**src/rtl/alu_operand_loader.sv**
```systemverilog
// Sequential front end for the 3-bit ALU: debounces the enter button, steps through
// operand a, operand b and op select entry, then captures the ALU result.
module alu_operand_loader #(
    parameter int DEBOUNCE_CYCLES = 4,
    parameter int OPW             = 3,
    parameter int RESW            = 4
) (
    input  logic            clk,
    input  logic            rst,
    input  logic [OPW-1:0]  sw,
    input  logic            btn_enter,
    input  logic [RESW-1:0] alu_q,
    output logic [OPW-1:0]  alu_a,
    output logic [OPW-1:0]  alu_b,
    output logic [1:0]      alu_sel,
    output logic [RESW-1:0] result,
    output logic            result_valid,
    output logic [1:0]      state_code
);

    localparam int CNT_W = $clog2(DEBOUNCE_CYCLES);
    localparam logic [CNT_W-1:0] CNT_MAX = CNT_W'(DEBOUNCE_CYCLES - 1);

    typedef enum logic [1:0] {
        LD_A  = 2'b00,
        LD_B  = 2'b01,
        LD_OP = 2'b10,
        EXEC  = 2'b11
    } state_t;

    logic             sync1_q, sync2_q;
    logic [CNT_W-1:0] cnt_q, cnt_d;
    logic             stable_q, stable_d;
    logic             stable_dly_q;
    logic             enter_p;

    state_t           state_q, state_d;
    logic [OPW-1:0]   alu_a_q, alu_a_d;
    logic [OPW-1:0]   alu_b_q, alu_b_d;
    logic [1:0]       alu_sel_q, alu_sel_d;
    logic [RESW-1:0]  result_q, result_d;
    logic             result_valid_q, result_valid_d;

    // The level is accepted only after DEBOUNCE_CYCLES consecutive disagreeing samples.
    always_comb begin
        cnt_d    = '0;
        stable_d = stable_q;
        if (sync2_q != stable_q) begin
            if (cnt_q == CNT_MAX) begin
                stable_d = ~stable_q;
            end else begin
                cnt_d = cnt_q + 1'b1;
            end
        end
    end

    assign enter_p = stable_q & ~stable_dly_q;

    always_comb begin
        state_d        = state_q;
        alu_a_d        = alu_a_q;
        alu_b_d        = alu_b_q;
        alu_sel_d      = alu_sel_q;
        result_d       = result_q;
        result_valid_d = result_valid_q;
        case (state_q)
            LD_A: begin
                if (enter_p) begin
                    alu_a_d        = sw;
                    result_valid_d = 1'b0;
                    state_d        = LD_B;
                end
            end
            LD_B: begin
                if (enter_p) begin
                    alu_b_d = sw;
                    state_d = LD_OP;
                end
            end
            LD_OP: begin
                if (enter_p) begin
                    alu_sel_d = sw[1:0];
                    state_d   = EXEC;
                end
            end
            EXEC: begin
                result_d       = alu_q;
                result_valid_d = 1'b1;
                state_d        = LD_A;
            end
            default: state_d = LD_A;
        endcase
    end

    always_ff @(posedge clk or posedge rst) begin
        if (rst) begin
            sync1_q        <= 1'b0;
            sync2_q        <= 1'b0;
            cnt_q          <= '0;
            stable_q       <= 1'b0;
            stable_dly_q   <= 1'b0;
            state_q        <= LD_A;
            alu_a_q        <= '0;
            alu_b_q        <= '0;
            alu_sel_q      <= '0;
            result_q       <= '0;
            result_valid_q <= 1'b0;
        end else begin
            sync1_q        <= btn_enter;
            sync2_q        <= sync1_q;
            cnt_q          <= cnt_d;
            stable_q       <= stable_d;
            stable_dly_q   <= stable_q;
            state_q        <= state_d;
            alu_a_q        <= alu_a_d;
            alu_b_q        <= alu_b_d;
            alu_sel_q      <= alu_sel_d;
            result_q       <= result_d;
            result_valid_q <= result_valid_d;
        end
    end

    assign alu_a        = alu_a_q;
    assign alu_b        = alu_b_q;
    assign alu_sel      = alu_sel_q;
    assign result       = result_q;
    assign result_valid = result_valid_q;
    assign state_code   = state_q;

endmodule
```
**config.mk**
```make
export PLATFORM = sky130hd
export DESIGN_NAME = alu_operand_loader
export DESIGN_NICKNAME = d
export VERILOG_FILES = /design/src/rtl/alu_operand_loader.sv
export SDC_FILE = /design/constraint.sdc
export NUM_CORES = 1
export LEC_CHECK = 0
export ABC_CLOCK_PERIOD_IN_PS = 1400
export CORE_MARGIN = 2
export CORE_UTILIZATION = 45
export CTS_CLUSTER_DIAMETER = 60
export DETAILED_ROUTE_END_ITERATION = 16
export PLACE_DENSITY = 0.87
export SLEW_MARGIN = 20
export SYNTH_ARGS = -nofsm -noshare
export SYNTH_HDL_FRONTEND = slang
export SYNTH_SLANG_ARGS = --single-unit
```
**constraint.sdc**
```tcl
create_clock -name clk -period 1.4 [get_ports clk]
set_input_delay 0.28 -clock clk [delete_from_list [all_inputs] [get_ports clk]]
set_output_delay 0.28 -clock clk [all_outputs]
set_load 0.05 [all_outputs]
```
==> results.toml <==
[outcome]
status = "complete, no violations"

[placed_design]
port_buffers = 24
hpwlAfterDp_mm = 1.377
place_congestion = 0.7380

[detailed_routing]
drt-pass1-iter-count = 4
viasPerCell = 4.849
drc = 0
wl_per_cell_microns = 14.86
ant_nets = 0
dr_total_vias = 577
drt_iter0_drc = 5
wirelength_mm = 1.768

[synth]
seq_area_frac_synth = 0.5924
syn_inst = 60
synth_area_per_cell_sq_um = 14.79
synthDistinctLibCells = 18
syn_nets = 76
synth_area_sq_um = 887.1
synth_edf_count = 0
synth-seq-cells = 21
synth_ff_type = "dfrtp_1"
async_flop_share = 1.000
yosys_warnings = 0

[floorplanning]
die_area_sq_um = 2343
core_sq_um = 1902
die_h_microns = 48.40
std_cell_rows = 16
start_util = 0.4664
io_pins = 25
die_w_microns = 48.40

[clock_tree]
cts_sinks = 21
tritoncts = "built"
cts_root_buf = "clkbuf_4"
cts_made_buffers = 3
cts.path.max_buffers = 2
clk_latency_ns = 0.30
cts_max_level = 1
path_clk_slew_ns = 0.12
hold_buffers = 0

[cells_and_area]
area_growth_pct = 56.84
drive_above_1_share = 0.5000
nets = 109
fin_util = 0.7316
diodes = 0
register_area_sq_um = 528.0
multi_input_area_sq_um = 370.4
fillers = 129

[worst_setup_path]
critPathRequiredTime_ns = 1.60
crit_buf_inv = 1
critPathCaptureType = "flip-flop"
crit_fanout = 5
cp_cell_sequence = "inv_2, ha_4, nand3b_1, mux2_2"
path_delay_family = "flip-flops"
crit_path_start_kind = "flip-flop"
cp.arrival_ns = 1.54
cpPeakStageDelay_ns = 0.43
slowest_stage = "dfrtp_2"
critical_path_class = "reg -> reg"

[global_routing]
grt_first_pass_wirelength_mm = 3.042
grt_pass1_vias = 647
antenna_found_initial = 0
grt_overflow = 0
grt_max_degree = 22
grt_util_all_layers = 0.1680

[timing]
hold_viol = 0
worst_pin_slew_ns = 0.2688
setup_viol = 0
relSlewSlack = 0.8208
final.min_clock_period_ns = 1.343
worst_clock_skew_ns = 0.008391
max_freq_mhz = 744.7
slew_violations = 0
whs_ns = 0.2838
post-route-period-util = 0.9592

[run]
cap_violations = 0

[worst_hold_path]
min_path_type = "in -> async"
## cell families after synthesis
| kind of cell | count (synthesis) | synth area share |
|---|---|---|
| adders and majority gates | 6 | 0.08462 |
| DFF | 21 | 0.5924 |
| and+or+nand+nor | 11 | 0.07900 |
| xor gates and xnor gates | 1 | 0.009875 |
| buffers and inverters | 3 | 0.01269 |
| AOI/OAI and AO/OA | 5 | 0.03526 |
| muxes | 13 | 0.1862 |
## repair_timing
action / CTS / global route
setup buffers: 0 / 3
setup endpoints to repair: 0 / 9
resized for setup: 0 / 1
## placed cells by master (no fill, tap or decap)
| cell | n |
|---|---|
| dfrtp_1 | 19 |
| buf_12 | 15 |
| clkdlybuf4s50_1 | 9 |
| mux2_2 | 8 |
| mux2_4 | 5 |
| ha_1 | 4 |
| buf_4 | 4 |
| nor2_1 | 3 |
| clkbuf_4 | 3 |
| inv_2 | 2 |
| o21ai_0 | 2 |
| dfrtp_2 | 2 |
| nor3_2 | 1 |
| and2b_4 | 1 |
| o31ai_1 | 1 |
| nand2_2 | 1 |
| nand2_4 | 1 |
| nand3b_1 | 1 |
| xnor2_1 | 1 |
| nor3_1 | 1 |
| nor2b_1 | 1 |
| inv_1 | 1 |
| o31a_1 | 1 |
| nor3b_1 | 1 |
| a21oi_1 | 1 |
| ha_4 | 1 |
| ha_2 | 1 |
| clkinv_2 | 1 |
## flip-flops by register name, indices dropped and copies added, names as in the netlist
register      flops
result_valid      1
alu_sel           2
sync2_q           1
sync1_q           1
state_code        2
alu_b             3
alu_a             3
stable_dly_q      1
cnt_q             2
result            4
stable_q          1
## synth_stat cells, types with 2 or more instances
| cell | n | area share |
|---|---|---|
| mux2_4 | 5 | 0.085 |
| nor2_1 | 3 | 0.013 |
| inv_1 | 3 | 0.013 |
| ha_1 | 6 | 0.085 |
| nor3_1 | 2 | 0.011 |
| mux2_2 | 8 | 0.10 |
| dfrtp_1 | 21 | 0.59 |
| o21ai_0 | 2 | 0.011 |
## layout make-up
| class | instances | area share |
|---|---|---|
| Sequential cell | 21 | 0.3795 |
| Clock inverter | 1 | 0.003597 |
| Timing Repair Buffer | 28 | 0.3022 |
| Inverter | 3 | 0.008094 |
| Tap cell | 27 | 0.02428 |
| Clock buffer | 3 | 0.01619 |
| Multi-Input combinational cell | 36 | 0.2662 |
## metal layers
| metal | wire [microns] | vias up | track usage |
|---|---|---|---|
| li1 | - | 268 | - |
| met1 | 697 | 296 | 0.2099 |
| met2 | 1012 | 13 | 0.2986 |
| met3 | 58 | 0 | 0.03395 |
| met4 | 0 | 0 | 0.04286 |
| met5 | 0 | - | 0 |
## tightest hold or removal path, delay by kind of cell
family                 cells  cell delay [ns]
buffers and inverters      3             0.71
## through the flow
| stage | std cells | setup TNS [ns] | setup slack, ns | cell area, sq um |
|---|---|---|---|---|
| floorplan | 60 | -0.05808 | -0.01936 | 907.1 |
| global placement | 112 | 0 | 0.06725 | 1339 |
| detailed placement | 112 | 0 | 0.03114 | 1339 |
| CTS | 116 | 0 | 0.01935 | 1366 |
| global route | 119 | -0.00007838 | -0.00007838 | 1391 |
| finish | 119 | 0 | 0.05714 | 1391 |
## path summary, 6_finish.rpt
kind | startpoint | end | slack, ns | cells after the start
max | state_code[0] | alu_a[1] | 0.06 | 4
min | rst | sync2_q | 0.28 | 3
max reg2reg | state_code[0] | alu_a[1] | 0.06 | 4
min reg2reg | sync1_q | sync2_q | 0.37 | 0
max in group asynchronous | rst | state_code[1] | 0.88 | 3
min in group clk | sync1_q | sync2_q | 0.37 | 0
Power is not shown: default switching activity piles up to over one toggle a cycle in this logic, so the estimate is an artifact.
